===== src/rtl/pipe_sched_pkg.sv =====
// rtl/pipe_sched_pkg.sv - shared constants for the pipeline stall/flush scheduler
package pipe_sched_pkg;

    localparam logic RST_ENABLE = 1'b0;
    localparam logic STOP       = 1'b1;
    localparam logic NOSTOP     = 1'b0;

    localparam logic [1:0] S_IDLE     = 2'd0;
    localparam logic [1:0] S_MADD2    = 2'd1;
    localparam logic [1:0] S_DIV_WAIT = 2'd2;

    localparam logic [5:0] MASK_NONE = 6'b000000;
    localparam logic [5:0] MASK_IF   = 6'b000011;
    localparam logic [5:0] MASK_ID   = 6'b000111;
    localparam logic [5:0] MASK_EX   = 6'b001111;

    localparam logic [5:0]  DIV_CNT_MAX = 6'd63;
    localparam logic [31:0] EXC_VECTOR  = 32'h0000_0020;
    localparam logic [31:0] EXC_ERET    = 32'h0000_000e;

    function automatic logic [31:0] exc_target(input logic [31:0] excepttype,
                                               input logic [31:0] epc);
        if (excepttype == EXC_ERET)
            return epc;
        else
            return EXC_VECTOR;
    endfunction

endpackage


===== src/rtl/pipe_sched.sv =====
// rtl/pipe_sched.sv - stall/flush scheduler with madd second-cycle and divider wait FSM
module pipe_sched
    import pipe_sched_pkg::*;
(
    input  logic        clk,
    input  logic        rst,
    input  logic        stallreq_from_if,
    input  logic        stallreq_from_id,
    input  logic        stallreq_from_ex,
    input  logic        madd_req_i,
    input  logic        div_start_i,
    input  logic        div_ready_i,
    input  logic [31:0] excepttype_i,
    input  logic [31:0] cp0_epc_i,
    output logic [5:0]  stall,
    output logic        flush,
    output logic [31:0] new_pc,
    output logic        div_start_o,
    output logic        div_cancel_o,
    output logic        madd_second_o,
    output logic        div_err_o
);

    logic [1:0]  r_state;
    logic [5:0]  r_cnt;
    logic        r_div_err;

    logic [1:0]  w_state_nxt;
    logic [5:0]  w_cnt_nxt;
    logic        w_div_err_nxt;
    logic [5:0]  w_fsm_mask;
    logic [5:0]  w_ext_mask;
    logic        w_exc;
    logic        w_div_start;
    logic        w_div_cancel;
    logic        w_madd_second;

    assign w_exc = (excepttype_i != 32'h0);

    always_comb begin
        w_ext_mask = MASK_NONE;
        if (stallreq_from_if == STOP) w_ext_mask = w_ext_mask | MASK_IF;
        if (stallreq_from_id == STOP) w_ext_mask = w_ext_mask | MASK_ID;
        if (stallreq_from_ex == STOP) w_ext_mask = w_ext_mask | MASK_EX;
    end

    // An exception overrides the FSM: it drops back to IDLE, cancelling any divide in flight.
    always_comb begin
        w_state_nxt   = r_state;
        w_cnt_nxt     = r_cnt;
        w_div_err_nxt = r_div_err;
        w_fsm_mask    = MASK_NONE;
        w_div_start   = 1'b0;
        w_div_cancel  = 1'b0;
        w_madd_second = 1'b0;
        if (w_exc) begin
            w_state_nxt  = S_IDLE;
            w_div_cancel = (r_state == S_DIV_WAIT);
        end else begin
            case (r_state)
                S_IDLE: begin
                    if (madd_req_i) begin
                        w_fsm_mask  = MASK_EX;
                        w_state_nxt = S_MADD2;
                    end else if (div_start_i) begin
                        w_fsm_mask  = MASK_EX;
                        w_div_start = 1'b1;
                        w_cnt_nxt   = 6'd0;
                        w_state_nxt = S_DIV_WAIT;
                    end
                end
                S_MADD2: begin
                    w_madd_second = 1'b1;
                    w_state_nxt   = S_IDLE;
                end
                S_DIV_WAIT: begin
                    // Ready wins over a coinciding timeout, so no error is flagged then.
                    if (div_ready_i) begin
                        w_state_nxt = S_IDLE;
                    end else if (r_cnt == DIV_CNT_MAX) begin
                        w_div_cancel  = 1'b1;
                        w_div_err_nxt = 1'b1;
                        w_state_nxt   = S_IDLE;
                    end else begin
                        w_fsm_mask = MASK_EX;
                        w_cnt_nxt  = r_cnt + 6'd1;
                    end
                end
                default: begin
                    w_state_nxt = S_IDLE;
                end
            endcase
        end
    end

    always_ff @(posedge clk) begin
        if (rst == RST_ENABLE) begin
            r_state   <= S_IDLE;
            r_cnt     <= 6'd0;
            r_div_err <= 1'b0;
        end else begin
            r_state   <= w_state_nxt;
            r_cnt     <= w_cnt_nxt;
            r_div_err <= w_div_err_nxt;
        end
    end

    always_comb begin
        stall         = MASK_NONE;
        flush         = 1'b0;
        new_pc        = 32'h0;
        div_start_o   = 1'b0;
        div_cancel_o  = 1'b0;
        madd_second_o = 1'b0;
        if (rst != RST_ENABLE) begin
            div_start_o   = w_div_start;
            div_cancel_o  = w_div_cancel;
            madd_second_o = w_madd_second;
            if (w_exc) begin
                flush  = 1'b1;
                new_pc = exc_target(excepttype_i, cp0_epc_i);
            end else begin
                stall = w_fsm_mask | w_ext_mask;
            end
        end
    end

    assign div_err_o = r_div_err;

endmodule


===== config.mk =====
export PLATFORM = sky130hd
export DESIGN_NAME = pipe_sched
export DESIGN_NICKNAME = d
export VERILOG_FILES = /design/src/rtl/pipe_sched_pkg.sv /design/src/rtl/pipe_sched.sv
export SDC_FILE = /design/constraint.sdc
export NUM_CORES = 1
export LEC_CHECK = 0
export ABC_CLOCK_PERIOD_IN_PS = 2600
export BUFFER_PORTS_ARGS = -buffer_cell sky130_fd_sc_hd__buf_2
export CAP_MARGIN = 0
export CORE_MARGIN = 2
export CORE_UTILIZATION = 34
export DETAILED_ROUTE_END_ITERATION = 10
export PLACE_DENSITY = 0.85
export SLEW_MARGIN = 20
export SYNTH_ARGS = -nofsm -noshare
export SYNTH_HDL_FRONTEND = slang
export SYNTH_SLANG_ARGS = --single-unit

===== constraint.sdc =====
create_clock -name clk -period 2.6 [get_ports clk]
set_clock_uncertainty 0.1 [all_clocks]
set_input_delay 0.13 -clock clk [delete_from_list [all_inputs] [get_ports clk]]
set_output_delay 0.13 -clock clk [all_outputs]
set_load 0.05 [all_outputs]

== Word-level counts from Yosys, hierarchy flattened ==
Index checks and enable logic that the tools add are counted.

* Flip-flop bits (word level): 9
* Bits of input ports: 72
* Output and inout port bits: 43
* Logic and storage cells: 64

* Add/sub/neg operators: 1
* Equality and inequality tests: 10
* Muxes and demuxes: 39
* Bitwise gates (word level): 4
* Reduce and logical (&&, ||, !) cells: 7

{| class="wikitable"
|+ Operators with widths
! cell !! number
|-
| $mux 32 || 3
|-
| $mux 6 || 7
|-
| $eq 32x4->1 const B || 1
|-
| $reduce_bool 32->1 || 1
|-
| $mux 4 || 5
|-
| $mux 1 || 15
|-
| $pmux 6 s2 || 1
|-
| $mux 2 || 5
|-
| $ne 2x2->1 const B || 4
|-
| $pmux 4 s2 || 1
|-
| $add 6x1->6 const B || 1
|-
| $eq 6x6->1 const B || 1
|-
| $or 6x4->6 || 1
|-
| $reduce_and 6->1 || 1
|-
| $pmux 2 s2 || 1
|-
| $reduce_and 4->1 || 1
|-
| $mux 3 || 1
|-
| $ne 3x2->1 const B || 1
|-
| $ne 3x3->1 const B || 1
|-
| $not 1->1 || 3
|-
| $eq 2x1->1 const B || 1
|-
| $eq 2x2->1 const B || 1
|-
| $logic_not 2->1 || 1
|-
| $reduce_and 2->1 || 1
|-
| other kinds (2) || 2
|}

== Longest topological paths before layout ==
* Word-level depth: 8
* Depth in mapped cells: 7
* Depth with buffers taken out: 6

== Worst setup path after synthesis ==
Ideal clock, no wire load.

* Kind: input to output
* From: input excepttype_i[0]
* To: output div_start_o
* Arrival: 2.500 ns
* Data required time: 2.370 ns
* Setup slack: -0.130 ns
* Stages on the path: 5
* Path buffers: 0
* Cells stage by stage: nor4_1 nand4_1 nor2_1 nand3_1 nor4_1

* Word-level cells in the longest chain between the ends: 3

{| class="wikitable"
|+ Ends and longest elaborated chain
! element !! line !! source
|-
| start: declaration || pipe_sched.sv:13 || <nowiki>input logic [31:0] excepttype_i,</nowiki>
|-
| $reduce_bool 32->1 || pipe_sched.sv:38 || <nowiki>assign w_exc = (excepttype_i != 32'h0);</nowiki>
|-
| $mux 1 || pipe_sched.sv:56 || <nowiki>if (w_exc) begin</nowiki>
|-
| $mux 1 || pipe_sched.sv:115 || <nowiki>if (rst != RST_ENABLE) begin</nowiki>
|-
| end: declaration || pipe_sched.sv:18 || <nowiki>output logic div_start_o,</nowiki>
|}

Every way passes these cells.

== Worst setup path after layout ==
* From: register r_cnt[0]
* To: output stall[0]

* Word-level cells in the longest chain between the ends: 8

{| class="wikitable"
|+ Ends and longest elaborated chain
! element !! line !! source
|-
| start: declaration || pipe_sched.sv:25 || <nowiki>logic [5:0] r_cnt;</nowiki>
|-
| start signal: assignment || pipe_sched.sv:103 || <nowiki>r_cnt <= w_cnt_nxt;</nowiki>
|-
| $eq 6x6->1 || pipe_sched.sv:80 || <nowiki>end else if (r_cnt == DIV_CNT_MAX) begin</nowiki>
|-
| $mux 4 || pipe_sched.sv:80 ||
|-
| $mux 4 || pipe_sched.sv:78 || <nowiki>if (div_ready_i) begin</nowiki>
|-
| $pmux 4 s2 || pipe_sched.sv:60 || <nowiki>case (r_state)</nowiki>
|-
| $mux 6 || pipe_sched.sv:56 ||
|-
| $or 6x4->6 || pipe_sched.sv:123 || <nowiki>stall = w_fsm_mask | w_ext_mask;</nowiki>
|-
| $mux 6 || pipe_sched.sv:119 || <nowiki>if (w_exc) begin</nowiki>
|-
| $mux 6 || pipe_sched.sv:115 ||
|-
| end: declaration || pipe_sched.sv:15 || <nowiki>output logic [5:0] stall,</nowiki>
|}

Every way passes these cells.

==> results.toml <==
[status]
outcome = "finished, final reports clean"

[global_route]
grt_start_max_net_pins = 32
grt_antenna_before_repair = 0
grt_overflow = 0
grt_pass1_vias = 970
grt_usage_pct = 17.5
grt_pass1_wl_mm = 3.84

[timing]
grt_setup_unrepaired = "false"
min_period_ns = 2.22
setup_tns_ns = 0
final_max_slew_viol_count = 0
setup_viol = 0
max_freq_mhz = 450
finalCritPeriodShare_pct = 85.4
timing_hold_violations_final = 0

[cells_and_area]
n_antenna_cell = 0
fin_nets = 313
fill_cells = 241
area_growth_pct = 67.8
final_area_um2 = 1500
layout-drive-gt1-share_pct = 51.0
stdcell_count = 269
post-route-util_pct = 60.4

[clock_network]
cts_sinks = 9
cts_tree = "built"
cts_buffers = 3
insertion_delay_ns = 0.27
h-tree-depth = 1
ctsHoldBuffers = 0
clkTransAtPathRegs_ns = 0.06
post-cts-setup-buffers = 0
root_buffer = "clkbuf_4"
cts_buffer_depth = 2
post_cts_resized = 0

[power]
combPwrFrac_pct = 25.1
power_frac_seq_pct = 42.0
power_mw = 0.329
power_density_nw_per_um2 = 220
p_leak_nw = 0.818
p_int_mw = 0.242
netSwitchingPower_mw = 0.0870
clock_power_share_pct = 32.9
p_sw_share_pct = 26.5
vdd_ir_drop_max_mv = 0.194

[critical_path]
critPathArrivalTime_ns = 1.99
slowest_delay_ns = 0.36
cp_cell_sequence = "ha_1 > nand3_1 > nor2_1 > nor2b_1 > nor4_1 > a21oi_1 > buf_2"
cp_data_required_time_ns = 2.37
critPathKind = "flop to output port"
path_buf_inv = 1
critPathLaunchType = "flop"
cp_slowest_cell = "dfxtp_1"
crit_fanout = 5
endpoint_kind = "output port"
cp_top_family = "simple AND/OR/NAND/NOR gates"

[logic_synthesis]
ys_warn_count = 0
netlist_top_cells_count = "and2_1, nor2_1, nor4_1, dfxtp_1"
synthTopCellsByArea = "and2_1, dfxtp_1, nor4_1"
syn_area_um2 = 891
syn_inst = 129
muxShareOfSynthArea_pct = 2.39
synth_edf_count = 0
synth_top_cell_by_area = "and2_1"
yosys_register_bits = 9
async_flop_share_pct = 0
yosysTopAreaCellShare_pct = 21.8
synth_top_family_by_area = "simple AND/OR/NAND/NOR gates"
synth-simple-area-share_pct = 55.2
synthXorXnorAreaFrac_pct = 0
synth.most_common_cell = "and2_1"
syn_avg_cell_area_um2 = 6.91
synth_compound_area_share_pct = 12.8
synth_ff_type = "dfxtp_1"
ys_types = 32
yosysSeqAreaShare_pct = 20.2
yosys.area_share.adder_pct = 1.40

[die]
io_pins = 115
die_w_um = 55.2
core_area_um2 = 2480
initial_core_util_pct = 36.0
dieHeight_um = 55.2
rows = 18
dieArea_um2 = 3050

[placed_design]
place_congestion = 0.753
place_area_um2 = 1470
place_inst = 265
dpl.hpwl_mm = 2.67
placement.io_buffers = 112

[detailed_routing]
wl_mm = 3.06
via_per_inst = 4.81
vias = 1293
drtIter0Drc = 8
first_pass_iters = 4
ant_nets = 0
drc_errors = 0
wl_per_cell_um = 11.4

[flow_run]
max-cap-violations = 0

[worst_hold_path]
hold_path.class = "input port to flop"
==> per-stage QoR <==
step | hold slack (ns) | worst slack [ns]
floorplan | 0.202 | 0.181
global placement | 0.330 | 0.564
detailed placement | 0.331 | 0.527
CTS | 0.0462 | 0.347
global route | 0.0539 | 0.142
finish | 0.0482 | 0.379
==> placed cells by master, fill, tap and decap left out <==
| master | instances |
|---|---|
| buf_2 | 112 |
| and2_1 | 31 |
| nor2_1 | 10 |
| nor4_1 | 9 |
| dfxtp_1 | 9 |
| nor3_1 | 7 |
| nand2_1 | 7 |
| inv_1 | 6 |
| nand4_1 | 5 |
| nand3_1 | 5 |
| a21oi_1 | 3 |
| o211ai_1 | 3 |
| clkbuf_4 | 3 |
| nor3b_1 | 2 |
| nor2b_1 | 2 |
| or3_1 | 2 |
| o21ai_0 | 2 |
| nand2b_1 | 2 |
| conb_1 | 2 |
| buf_4 | 2 |
| or2_4 | 1 |
| nor3_2 | 1 |
| o311a_1 | 1 |
| nor4_2 | 1 |
| o22a_1 | 1 |
| o41ai_2 | 1 |
| a31oi_1 | 1 |
| o21ai_1 | 1 |
| a41oi_1 | 1 |
| mux2i_1 | 1 |
| o41a_1 | 1 |
| mux2_2 | 1 |
| nor4b_1 | 1 |
| ha_1 | 1 |
| clkbuf_1 | 1 |
==> worst register-to-register path, stage by stage (launching register included) <==
cell     delay [ns]
dfxtp_1        0.33
ha_1           0.23
nand3_1        0.16
nor2_1         0.10
o22a_1         0.22
o41a_1         0.32
mux2_2         0.26
==> layer usage <==
layer / GRT usage [%] / share of wire (%) / vias to the layer above / wire length, um
li1: - / - / 677 / -
met1: 20.0 / 39 / 542 / 1190
met2: 31.2 / 50 / 70 / 1520
met3: 4.84 / 10 / 4 / 310
met4: 6.10 / 1.2 / 0 / 36
met5: 0 / 0 / - / 0
==> worst paths after layout <==
kind              start    endpoint  slack [ns]  cells past startpoint
max reg2reg    r_cnt[0]    r_cnt[0]        0.76                      6
min          madd_req_i  r_state[0]        0.05                      2
min reg2reg    r_cnt[1]    r_cnt[1]        0.39                      2
max            r_cnt[0]    stall[0]        0.38                      7
==> cell type report <==
cell class / instances / area (um2) / area share (%)
clock buffer: 4 / 26.3 / 1.76
inverter: 6 / 22.5 / 1.51
tap: 30 / 37.5 / 2.51
sequential: 9 / 180 / 12.1
multi-input combinational: 106 / 653 / 43.7
timing repair buffer: 114 / 576 / 38.5
==> kinds of logic (layout without fill, tap and decap cells) <==
logic type | count (synthesis) | after routing
and+or+nand+nor | 86 | 86
AOI/OAI and AO/OA | 15 | 15
buffers and inverters | 15 | 124
DFF | 9 | 9
muxes | 2 | 2
adders and majority gates | 1 | 1
other | 1 | 2
==> state kept, by name, summed over array words and instances (netlist names) <==
name	cells
r_state	2
div_err_o	1
r_cnt	6
==> power groups by stage <==
stage	sequential (mW)	clock [mW]	combinational, mW
6_report	0.138	0.108	0.0826
3_5_place_dp	0.141	0	0.0825
5_1_grt	0.138	0.122	0.0922
3_3_place_gp	0.141	0	0.0813
2_1_floorplan	0.141	0	0.0301
4_1_cts	0.138	0.113	0.0827
(Power assumes the default switching activity.)
